`src/rtl/pipe_skid_reg.sv`:
```
// Two-entry skid-buffered pipeline register with a valid/ready handshake.
// State and registered handshake outputs update on the falling edge of clk.
module pipe_skid_reg #(
    parameter int unsigned WIDTH = 32
) (
    input  logic             clk,
    input  logic             rst,
    input  logic             flush,
    input  logic             in_valid,
    output logic             in_ready,
    input  logic [WIDTH-1:0] in_data,
    output logic             out_valid,
    input  logic             out_ready,
    output logic [WIDTH-1:0] out_data,
    output logic [1:0]       count
);

    typedef enum logic [1:0] {
        EMPTY = 2'd0,
        BUSY  = 2'd1,
        FULL  = 2'd2
    } state_t;

    state_t           state;
    logic [WIDTH-1:0] skid;
    logic             in_fire;
    logic             out_fire;

    // Fire terms use only registered handshake outputs, so no comb path in->out.
    always_comb begin
        in_fire  = in_valid & in_ready;
        out_fire = out_valid & out_ready;
    end

    always_ff @(negedge clk or posedge rst) begin
        if (rst) begin
            state     <= EMPTY;
            out_valid <= 1'b0;
            in_ready  <= 1'b1;
            count     <= 2'd0;
            out_data  <= '0;
            skid      <= '0;
        end else if (flush) begin
            state     <= EMPTY;
            out_valid <= 1'b0;
            in_ready  <= 1'b1;
            count     <= 2'd0;
        end else begin
            case (state)
                EMPTY: begin
                    if (in_fire) begin
                        out_data  <= in_data;
                        state     <= BUSY;
                        out_valid <= 1'b1;
                        in_ready  <= 1'b1;
                        count     <= 2'd1;
                    end
                end
                BUSY: begin
                    if (in_fire && out_fire) begin
                        out_data <= in_data;
                    end else if (in_fire) begin
                        skid     <= in_data;
                        state    <= FULL;
                        in_ready <= 1'b0;
                        count    <= 2'd2;
                    end else if (out_fire) begin
                        state     <= EMPTY;
                        out_valid <= 1'b0;
                        count     <= 2'd0;
                    end
                end
                FULL: begin
                    if (out_fire) begin
                        out_data <= skid;
                        state    <= BUSY;
                        in_ready <= 1'b1;
                        count    <= 2'd1;
                    end
                end
                default: begin
                    state     <= EMPTY;
                    out_valid <= 1'b0;
                    in_ready  <= 1'b1;
                    count     <= 2'd0;
                end
            endcase
        end
    end

endmodule
```
`config.mk`:
```
export PLATFORM = sky130hd
export DESIGN_NAME = pipe_skid_reg
export DESIGN_NICKNAME = d
export VERILOG_FILES = /design/src/rtl/pipe_skid_reg.sv
export SDC_FILE = /design/constraint.sdc
export NUM_CORES = 1
export LEC_CHECK = 0
export BUFFER_PORTS_ARGS = -buffer_cell sky130_fd_sc_hd__buf_2
export CAP_MARGIN = 20
export CORE_AREA = 8 8 89 99
export CTS_BUF_LIST = sky130_fd_sc_hd__clkbuf_8
export CTS_CLUSTER_DIAMETER = 60
export DETAILED_ROUTE_END_ITERATION = 10
export DIE_AREA = 0 0 97 107
export GPL_TIMING_DRIVEN = 0
export PLACE_DENSITY = 0.65
export SLEW_MARGIN = 10
export SYNTH_ARGS = -nofsm -noshare
export SYNTH_HDL_FRONTEND = slang
export SYNTH_SLANG_ARGS = --single-unit
```
`constraint.sdc`:
```
create_clock -name clk -period 2.1 [get_ports clk]
set_input_delay 0.105 -clock clk [delete_from_list [all_inputs] [get_ports clk]]
set_output_delay 0.105 -clock clk [all_outputs]
set_load 0.005 [all_outputs]
```
Word-level counts from Yosys, hierarchy flattened
Index checks and enable logic that the tools add are counted.
- register bits after elaboration: 68
- input bits: 37
- output and inout bits: 36
- logic and storage cells: 52
- equal/unequal tests: 13
- muxes and demuxes: 22
- bitwise gates (word level): 4
- reduce and logical (&&, ||, !) cells: 8
- operators by type and width (operator ; number):
    $mux W32 ; 3
    $pmux W32 S3 ; 1
    $ne A3 B3 Y1 const B ; 6
    $mux W2 ; 6
    $reduce_and A4 Y1 ; 3
    $reduce_and A5 Y1 ; 2
    $mux W1 ; 9
    $ne A2 B2 Y1 const B ; 4
    $pmux W1 S3 ; 2
    $pmux W2 S3 ; 1
    $ne A4 B4 Y1 const B ; 1
    $reduce_bool A3 Y1 ; 1
    $and A1 B1 Y1 ; 2
    $eq A2 B1 Y1 const B ; 1
    $eq A2 B2 Y1 const B ; 1
    $logic_not A2 Y1 ; 1
    $not A1 Y1 ; 2
    $logic_and A1 B1 Y1 ; 1

Depth between registers and ports, before layout
Gate-level depths: netlist of run 1.
- depth after elaboration: 6
- depth in mapped cells: 5
- mapped depth without buffers: 4

==> results of run 1 <==
==> path summary, 6_finish.rpt <==
path / from / to / slack, ps / cells past startpoint
worst max-delay path: in_ready / in_ready / -50 / 1
worst min-delay path: skid[30] / skid[30] / 450 / 1
worst max register to register: state[0] / out_data[28] / 400 / 6
worst min register to register: skid[30] / skid[30] / 450 / 1
max in group asynchronous: rst / out_data[30] / 820 / 3
min in group asynchronous: rst / out_data[17] / 740 / 2
==> cell usage in the layout, fill, tap and decap left out, drive strengths merged <==
cell / n
xnor2: 1
nor2: 36
nand3: 1
nand2: 2
clkinv: 2
nor2b: 2
a21boi: 1
buf: 95
clkinvlp: 1
clkbuf: 12
dfstp: 1
mux2i: 32
nand4b: 1
o22ai: 3
dfrtn: 67
nand4bb: 1
mux2: 32
o2bb2ai: 1
o21bai: 1
a22oi: 1
a221oi: 1
a21oi: 34
nand4: 1
inv: 5
==> state kept, by name, summed over array words and instances, names as in the netlist <==
register	cells
out_data	32
skid	32
state	2
in_ready	1
out_valid	1
==> area by class of cell <==
class	instances	area (um^2)	area share, %
Clock inverter	4	16.3	0.413
Clock buffer	12	165	4.20
Multi-Input combinational cell	151	1330	33.8
Tap cell	87	109	2.77
Sequential cell	68	1700	43.3
Inverter	4	18.8	0.477
Timing Repair Buffer	83	482	12.2
Buffer	12	109	2.77
==> stage by stage <==
stage	cell area, um^2	hold slack (ps)
floorplan	3130	439
global placement	3600	448
detailed placement	3640	452
CTS	3870	452
global route	3930	472
finish	3930	450
==> cells in the mapped netlist <==
master     number  share of area [%]
nand4_4         1               0.68
buf_2           3               0.48
nor2b_1         2               0.40
nand4bb_1       1               0.36
dfrtn_1        67                 54
a221oi_1        1               0.28
o2bb2ai_1       1               0.28
mux2_4         30                 14
o22ai_4         1               0.64
xnor2_1         1               0.28
nand4b_2        1               0.48
o22ai_1         1               0.20
a21boi_4        1               0.60
mux2_2          2               0.72
dfstp_2         1               0.84
nand2_1         2               0.24
inv_1           5               0.60
buf_4           3               0.72
buf_6           6                2.2
nand3_1         1               0.16
a21oi_2        10                2.8
mux2i_1        32                 10
a21oi_1        24                3.8
o21bai_1        1               0.24
a22oi_1         1               0.24
nor2_1         36                4.3
==> logic make-up (layout without fill, tap and decap cells) <==
group / count (synthesis) / in the layout / synth area share (%)
flops: 68 / 68 / 54.5
mux: 64 / 64 / 25.4
simple gates: 44 / 44 / 6.65
buf+inv: 17 / 115 / 3.97
compound gates: 41 / 42 / 9.14
xor+xnor: 1 / 1 / 0.281
==> repair_timing <==
action / CTS / global route
endpoints found under the setup margin: 5 / 22
buffers inserted: 6 / 3
hold endpoints to repair: 0 / 0
pin swaps: 1 / 2
resized for setup: 0 / 5
hold buffers: 0 / 0
cloned: 0 / 1
==> where the power goes <==
| part | internal, mW | switching, mW | leakage (nW) |
|---|---|---|---|
| sequential | 1.99 | 0.329 | 0.786 |
| clock | 0.512 | 0.470 | 0.102 |
| combinational | 1.00 | 0.695 | 1.20 |
==> per-layer routing <==
layer	wire length, um	share of wire (%)
met1	3300	47
met2	3310	47
met3	324	4.6
met4	47	0.67
met5	0	0
==> summary.txt, run 1 <==
Timing
  • Setup TNS: -50.6 ps
  • RSZ-0062 raised after global routing: true
  • Slew HR: about two thirds
  • Pins Over Slew Limit: 0
  • Worst-margin pin slew: approximately 480 ps
  • # setup viols final: 1
  • Min setup slack post-route: -50.6 ps
  • Hold Vio Cnt, Final: 0
  • Clock Skew: roughly 51 ps

Synth
  • Distinct cells, synth: 26
  • Mapped Area: between 0.003 and 0.004 mm^2
  • YS warnings: 0
  • Synth Net Count: around 270
  • Syn Inst Count: between 200 and 250
  • Syn_area_per_cell: around 13 um^2
  • Seq/Total Area, Yosys: between 50% and 60%
  • Synthesis-stage register bit count: 68

Run status
  • Status: complete, but fails checks
  • Failing checks: setup timing

Global route
  • Largest net degree at the start of global routing: 30
  • Met2 usage: between 20% and 30%
  • First-pass GRT wire length: roughly 12000 um
  • Routing usage on met3: between 4 and 5%
  • Antenna violations before repair: 0
  • Vias in the first global route: approximately 2300
  • Total track usage: roughly 14%
  • Grt ovf: 0
  • Global route hottest layer: met2
  • Met1 usage: 16.9%

Power
  • Power per cell area: around 1300 mW/mm^2
  • Maximum vdd drop: about 690 uV
  • Static leakage: 2.08 nW
  • Pwr Total: 4.99 mW

Setup path
  • Critical path peak fanout: 2
  • Crit. End Element: output pin
  • Critical path type: reg -> out
  • Critical Path RT: roughly 2000 ps
  • CP startpoint kind: flop
  • CP max stage cell: dfstp_2
  • Max stage delay on crit path: roughly 540 ps
  • CP delay by family, top: flip-flops
  • CP Cell Sequence: buf_6
  • Arrival time at the worst endpoint: roughly 2100 ps
  • WP buf/inv: 1

Place
  • Routability cong.: approximately 0.77
  • Pre-CTS setup slack: -339 ps
  • Port buffer count: between 70 and 80
  • Placed insts: 396
  • DP HPWL: 4730 um

Drt
  • DRC violations left: 0
  • DR pass1 iterations: 5
  • Avg Vias per Cell: between 4 and 5
  • DRT antenna net count: 0
  • Avg WL per Cell: 16.6 um
  • Initial DRC count: 37
  • Via count: ~2100
  • WL final: approximately 7000 um

Clocking
  • CTS root buf: clkbuf_8
  • Clock buffer count from CTS: 9
  • H-tree levels: 3
  • Worst-path clk slew: about 50 ps
  • CTS Sinks: slightly below 70
  • CTS Buffer Depth: 2
  • CTS tree: done
  • Clock Latency Late Sink: approximately 360 ps

Final layout
  • Area Growth Syn to Fin: 26.0%
  • Non-Filler Instances: between 400 and 500
  • Antenna diodes: 0
  • Final core occ: between 50 and 60%
  • Nets: between 300 and 400
  • Layout cell share with drive strength beyond 1: between 40 and 50%
  • Fillers: 618

Floorplanning
  • Starting Density: between 40% and 50%
  • Die Footprint: between 0.01 and 0.015 mm^2
  • Core Area: about 0.0072 mm^2
  • Row count: 33
  • Die Wd: ~97 um
  • I/O pins: 73
  • Die height: around 110 um

Job
  • Max-cap violations: 0

Min path
  • Hold Crit Class: reg -> reg
No activity file was read; power rests on OpenSTA's default activity.
==> inputs of run 2 (changes only) <==
--- a/config.mk
+++ b/config.mk
@@ -7,13 +7,15 @@
 export LEC_CHECK = 0
 export BUFFER_PORTS_ARGS = -buffer_cell sky130_fd_sc_hd__buf_2
 export CAP_MARGIN = 20
-export CORE_AREA = 8 8 89 99
+export CELL_PAD_IN_SITES_DETAIL_PLACEMENT = 0
+export CELL_PAD_IN_SITES_GLOBAL_PLACEMENT = 1
+export CORE_AREA = 8 8 90 100
 export CTS_BUF_LIST = sky130_fd_sc_hd__clkbuf_8
 export CTS_CLUSTER_DIAMETER = 60
 export DETAILED_ROUTE_END_ITERATION = 10
-export DIE_AREA = 0 0 97 107
+export DIE_AREA = 0 0 98 108
 export GPL_TIMING_DRIVEN = 0
-export PLACE_DENSITY = 0.65
+export PLACE_DENSITY = 0.77
 export SLEW_MARGIN = 10
 export SYNTH_ARGS = -nofsm -noshare
 export SYNTH_HDL_FRONTEND = slang
==> run 2 against run 1 <==
Effect of this change: via count up 1.2%; worst setup slack worse by 14 ps; first-iteration DRC count up 30%; non-clock buffer count up 5; combinational power about the same; total power up 2.3%; critical path type unchanged; clock power up 10%; flip-flop and latch count unchanged; hold slack about the same; global-route usage up 0.33 points; register-to-register slack worse by 40 ps; the run still ends with setup timing left; sequential share of layout area down 1.3 points.
==> summary.txt, run 2 (same netlist as run 1, synthesis figures left out) <==
Run status
  • Status: complete, but fails checks
  • Failing checks: setup timing

Global route
  • Largest net degree at the start of global routing: 27 (-10%)
  • Vias in the first global route: 2276 (-2.5%)
  • Antenna violations before repair: 0 (unchanged)
  • Total track usage: 14.2% (+0.33 points)
  • Grt ovf: 0 (unchanged)
  • First-pass GRT wire length: 11700 um (-0.11%)

Clocking
  • Worst-path clk slew: 50 ps (about the same)
  • CTS Buffer Depth: 2 (unchanged)
  • CTS Sinks: 68 (unchanged)
  • CTS tree: done
  • Clock Latency Late Sink: 370 ps (about the same)
  • CTS root buf: clkbuf_8
  • H-tree levels: 3 (unchanged)
  • # hold bufs at CTS: 0 (unchanged)
  • Clock buffer count from CTS: 9 (unchanged)

Drt
  • DRT antenna net count: 0 (unchanged)
  • Via count: 2120 (+1.2%)
  • Avg Vias per Cell: 4.98 (about the same)
  • WL final: 7100 um (+1.6%)
  • DRC violations left: 0 (unchanged)
  • Initial DRC count: 48 (+30%)
  • DR pass1 iterations: 4 (-1)
  • Avg WL per Cell: 16.7 um (+0.37%)

Final layout
  • Area Growth Syn to Fin: 29.9%
  • Commonest non-fill, non-tap cell in the layout: buf_2
  • Nets: 371 (+1.1%)
  • Leading cell types in the layout, fill and taps excluded: 74 x buf_2, 67 x dfrtn_1, 35 x nor2_1, 32 x mux2i_1, 30 x mux2_4
  • Final core occ: 55.5% (+1.0 points)
  • Antenna diodes: 0 (unchanged)
  • Largest registers: out_data (32), skid (32), state (2)
  • Fillers: 675 (+9.2%)
  • Layout cell share with drive strength beyond 1: 48.7% (+1.1 points)

Floorplanning
  • Row count: 33 (unchanged)
  • Core Area: 0.00731 mm^2 (+1.1%)
  • Die Wd: 98 um (+1.0%)
  • Die Footprint: 0.0106 mm^2 (+2.0%)
  • Starting Density: 42.7% (-0.49 points)
  • Die height: 108 um (+0.93%)
  • I/O pins: 73 (unchanged)

Timing
  • Pins Over Slew Limit: 0 (unchanged)
  • Slew HR: 62.4% (-5.7 points)
  • Min setup slack post-route: -64.5 ps (-13.9 ps)
  • RSZ-0062 raised after global routing: true
  • Hold Vio Cnt, Final: 0 (unchanged)
  • Worst-margin pin slew: 563 ps (+85.5 ps)
  • # setup viols final: 1 (unchanged)
  • Setup TNS: -64.5 ps (-13.9 ps)
  • Clock Skew: 49.6 ps (-1.79 ps)

Power
  • Pwr Total: 5.11 mW (+2.3%)
  • Maximum vdd drop: 586 uV (-15%)
  • Static leakage: 2.14 nW (+2.9%)
  • Power per cell area: 1260 mW/mm^2 (-0.73%)

Setup path
  • Arrival time at the worst endpoint: 2060 ps (about the same)
  • Max stage delay on crit path: 530 ps (about the same)
  • CP startpoint kind: flop
  • Critical path peak fanout: 2 (unchanged)
  • CP max stage cell: dfstp_2
  • Critical path type: reg -> out
  • Crit. End Element: output pin
  • CP Cell Sequence: buf_2
  • CP delay by family, top: flip-flops
  • WP buf/inv: 1 (unchanged)
  • Critical Path RT: 2000 ps (about the same)

Min path
  • Hold Crit Class: reg -> reg

Place
  • Routability cong.: 0.731 (-4.5%)
  • Port buffer count: 72 (unchanged)
  • DP HPWL: 4810 um (+1.6%)

Job
  • Max-cap violations: 0 (unchanged)
==> run 2: cell count changes in the layout (fill, tap and decap cells not counted), sizes merged <==
cell	change
clkbuf	+1
inv	-1
o22ai	-1
bufinv	+1
buf	+2
clkinvlp	+3
==> run 2: final cells by class <==
class / instances / area [um^2] / area share [%]
multi-input cells: 150 / 1300 / 32.1
inverters: 4 / 18.8 / 0.463
clock inverters: 7 / 67.6 / 1.67
plain buffers: 12 / 131 / 3.24
flip-flops and latches: 68 / 1700 / 42.0
clock buffers: 10 / 138 / 3.40
well taps: 87 / 109 / 2.69
repair buffers: 88 / 584 / 14.4
==> run 2: timing repair <==
action	CTS	global route
gates resized for setup	0	10
endpoints found under the setup margin	9	32
cloned	0	3
buffers inserted	7	4
pin swaps	1	4
==> run 2: worst paths after layout <==
check                      slack (ps)  cells after the start     endpoint      from
min reg2reg                       450                      1     skid[30]  skid[30]
min                               450                      1     skid[30]  skid[30]
max reg2reg                       360                      6  out_data[2]  state[0]
min in group asynchronous         770                      2  out_data[8]       rst
max                               -60                      1     in_ready  in_ready
max in group asynchronous         700                      3     in_ready       rst
==> run 2: through the flow <==
stage | cells | setup WS, ps | hold slack [ps] | cell area, um^2
after global placement | 394 | -335 | 447 | 3600
after floorplan | 235 | -46.8 | 439 | 3130
after global routing | 426 | -112 | 454 | 4050
after detailed placement | 396 | -370 | 451 | 3640
final | 426 | -64.5 | 451 | 4050
after CTS | 419 | -78.8 | 452 | 3900
==> run 2: metal layers <==
metal	up-vias	track usage, %	wire length [um]
met4	0	5.35	63
met2	58	22.3	3470
li1	1021	-	-
met1	1035	17.8	3190
met5	-	0	0
met3	6	4.63	367
==> run 2: report_power, final <==
group,internal (mW),total [mW],switching (mW)
Clock,0.580,1.08,0.498
Combinational,1.01,1.71,0.698
Sequential,1.99,2.32,0.333
==> inputs of run 3 (changes only) <==
==> config.mk (replaced) <==
export PLATFORM = sky130hd
export DESIGN_NAME = pipe_skid_reg
export DESIGN_NICKNAME = d
export VERILOG_FILES = /design/src/rtl/pipe_skid_reg.sv
export SDC_FILE = /design/constraint.sdc
export NUM_CORES = 1
export LEC_CHECK = 0
export ABC_AREA = 1
export BUFFER_PORTS_ARGS = -buffer_cell sky130_fd_sc_hd__buf_2
export CAP_MARGIN = 20
export CELL_PAD_IN_SITES_DETAIL_PLACEMENT = 0
export CELL_PAD_IN_SITES_GLOBAL_PLACEMENT = 1
export CORE_AREA = 8 8 94 104
export CTS_BUF_LIST = sky130_fd_sc_hd__clkbuf_8
export CTS_CLUSTER_DIAMETER = 60
export DETAILED_ROUTE_END_ITERATION = 10
export DIE_AREA = 0 0 102 112
export GPL_TIMING_DRIVEN = 0
export PLACE_DENSITY = 0.77
export SLEW_MARGIN = 25
export SYNTH_ARGS = -nofsm -noshare
export SYNTH_HDL_FRONTEND = slang
export SYNTH_SLANG_ARGS = --single-unit
==> run 3 against run 2 <==
Effect of this change: the flow still finishes with violations (setup timing); critical path depth unchanged; cell count grew 39%; via count grew 32%; clock skew fell by 1.2 ps; flip-flop and latch count did not move; total power is 3.2% lower; worst setup slack improved by 19 ps; sequential share of layout area is 1.6 points higher; final area fell by 3.7%; critical path type unchanged; largest cell class unchanged.
==> summary.txt, run 3 <==
Synth
  • Most frequent cell after synthesis: nand2_1
  • Synthesis-stage register bit count: 68 (unchanged)
  • Mapped Area: 0.00311 mm^2 (-0.24%)
  • Top-area cell type share of the netlist area: 53.8% (+0.13 points)
  • Top cells by area, synth: dfrtn_1 54%, nand2_1 17%, o21ai_0 9.6%
  • Syn_area_per_cell: 8.07 um^2 (-39%)
  • Synth Net Count: 423 (+56%)
  • Ys async rst share: 100% (unchanged)
  • Distinct cells, synth: 23 (-12%)
  • Syn Inst Count: 386 (+64%)
  • Leading area contributor after synthesis: dfrtn_1
  • Post-synth EDFFs: 0 (unchanged)
  • Seq/Total Area, Yosys: 54.7% (+0.13 points)
  • YS warnings: 0 (unchanged)
  • Synth top cells by count: 140 x nand2_1, 67 x dfrtn_1, 60 x o21ai_0
  • Synth Flop Type: dfrtn_1

Power
  • Net switching power: 1.74 mW (+14%)
  • Power per cell area: 1270 mW/mm^2 (+0.55%)
  • Sequential power share: 45.2% (-0.2 points)
  • P_int: 3.20 mW (-10%)
  • Pwr Total: 4.94 mW (-3.2%)
  • Switching fraction of total power: 35.2% (+5.3 points)
  • Static leakage: 2.11 nW (-1.5%)
  • Maximum vdd drop: 508 uV (-13%)
  • Power share of the combinational group: 33.7% (+0.2 points)
  • Clock share of power: 21.1% (about the same)

Timing
  • Hold Vio Cnt, Final: 0 (unchanged)
  • Slew HR: 66.9% (+4.5 points)
  • Setup TNS: -45.1 ps (+19.4 ps)
  • Worst-margin pin slew: 496 ps (-66.6 ps)
  • # setup viols final: 1 (unchanged)
  • Min setup slack post-route: -45.1 ps (+19.4 ps)
  • Clock Skew: 48.4 ps (-1.24 ps)
  • Pins Over Slew Limit: 0 (unchanged)
  • RSZ-0062 raised after global routing: true
  • WHS: 408 ps (-42.9 ps)

Final layout
  • Commonest non-fill, non-tap cell in the layout: nand2_1
  • Design area: 0.00390 mm^2 (-3.7%)
  • Non-Filler Instances: 592 (+39%)
  • Antenna diodes: 0 (unchanged)
  • Largest registers: out_data (32), skid (32), state (2)
  • Leading cell types in the layout, fill and taps excluded: 137 x nand2_1, 81 x buf_2, 67 x dfrtn_1, 51 x o21ai_0, 39 x inv_1
  • Final core occ: 47.9% (-7.6 points)
  • Fillers: 861 (+28%)
  • Nets: 513 (+38%)
  • Layout cell share with drive strength beyond 1: 25.2% (-24 points)
  • Area Growth Syn to Fin: 25.3%

Drt
  • WL final: 8170 um (+15%)
  • Initial DRC count: 146 (+200%)
  • DR pass1 iterations: 4 (unchanged)
  • Avg Vias per Cell: 4.71 (-5.3%)
  • DRT antenna net count: 0 (unchanged)
  • DRC violations left: 0 (unchanged)
  • Avg WL per Cell: 13.8 um (-17%)
  • Via count: 2791 (+32%)

Setup path
  • WP buf/inv: 1 (unchanged)
  • Max stage delay on crit path: 520 ps (about the same)
  • CP Cell Sequence: buf_2
  • Critical path type: reg -> out
  • Crit. End Element: output pin
  • CP startpoint kind: flop
  • CP delay by family, top: flip-flops
  • CP max stage cell: dfstp_2
  • Arrival time at the worst endpoint: 2040 ps (-20 ps)
  • Critical path peak fanout: 2 (unchanged)
  • Critical Path RT: 2000 ps (about the same)

Floorplanning
  • Die Wd: 102 um (+4.1%)
  • Die height: 112 um (+3.7%)
  • Starting Density: 38.2% (-4.5 points)
  • Die Footprint: 0.0114 mm^2 (+7.9%)
  • Core Area: 0.00815 mm^2 (+11%)
  • I/O pins: 73 (unchanged)
  • Row count: 35 (+6.1%)

Clocking
  • CTS Buffer Depth: 2 (unchanged)
  • Worst-path clk slew: 50 ps (about the same)
  • H-tree levels: 3 (unchanged)
  • CTS root buf: clkbuf_8
  • CTS tree: done
  • CTS Sinks: 68 (unchanged)
  • Clock buffer count from CTS: 9 (unchanged)
  • Clock Latency Late Sink: 370 ps (about the same)

Place
  • Placed Area: 0.00367 mm^2 (+0.72%)
  • DP HPWL: 5900 um (+23%)
  • Routability cong.: 0.810 (+11%)
  • Pre-CTS setup slack: -485 ps (-115 ps)
  • Placed insts: 571 (+44%)
  • Port buffer count: 72 (unchanged)

Job
  • Max-cap violations: 0 (unchanged)

Global route
  • Total track usage: 15.3% (+1.1 points)
  • Largest net degree at the start of global routing: 28 (+3.7%)
  • First-pass GRT wire length: 13800 um (+17%)
  • Vias in the first global route: 2820 (+24%)
  • Grt ovf: 0 (unchanged)
  • Antenna violations before repair: 0 (unchanged)

Run status
  • Status: complete, but fails checks
  • Failing checks: setup timing

Min path
  • Hold Crit Class: reg -> reg
run 3: final timing paths:
kind	slack (ps)	endpoint	start	cells after the start
hold / removal	410	out_data[8]	out_data[8]	2
setup reg to reg	410	out_data[16]	in_ready	9
max in group asynchronous	670	skid[0]	rst	4
min in group asynchronous	710	out_data[15]	rst	2
hold reg to reg	410	out_data[8]	out_data[8]	2
setup / recovery	-50	in_ready	in_ready	1
run 3: power by group through the flow:
stage               logic [mW]  registers (mW)  clock network [mW]
floorplan                0.953            2.27             0.00596
global placement          1.60            2.26             0.00596
CTS                       1.70            2.24                1.07
global route              1.94            2.31                1.13
detailed placement        1.64            2.27             0.00596
finish                    1.67            2.23                1.04
run 3: what timing repair did:
item,4_1_cts,5_1_grt
hold buffers,0,0
pin swaps,1,0
resized for setup,1,2
endpoints found under the setup margin,54,33
buffers inserted,6,0
run 3: layout make-up:
type / instances / area [um^2] / area share (%)
multi-input combinational: 258 / 1160 / 29.8
buffer: 20 / 120 / 3.08
clock inverter: 8 / 63.8 / 1.64
tap: 111 / 139 / 3.56
sequential: 68 / 1700 / 43.6
clock buffer: 9 / 124 / 3.17
inverter: 38 / 146 / 3.75
timing repair buffer: 80 / 445 / 11.4
run 3: routing by layer:
| metal | global-route usage (%) | routed length [um] | part of all wire [%] |
|---|---|---|---|
| met5 | 0 | 0 | 0 |
| met4 | 5.20 | 93 | 1.1 |
| met3 | 4.62 | 565 | 6.9 |
| met2 | 24.4 | 3870 | 47 |
| met1 | 18.9 | 3640 | 45 |
run 3: cell families (layout without fill, tap and decap cells):
group,Yosys count,count (layout),synth area share (%)
compound gates,68,68,11.2
flops,68,68,54.7
buf+inv,60,155,8.52
simple gates,190,190,25.6
run 3: tightest hold or removal path, delay by kind of cell (launching register included):
| family | cells | cell delay, ps |
|---|---|---|
| and+or+nand+nor | 2 | 90 |
| DFF | 1 | 400 |
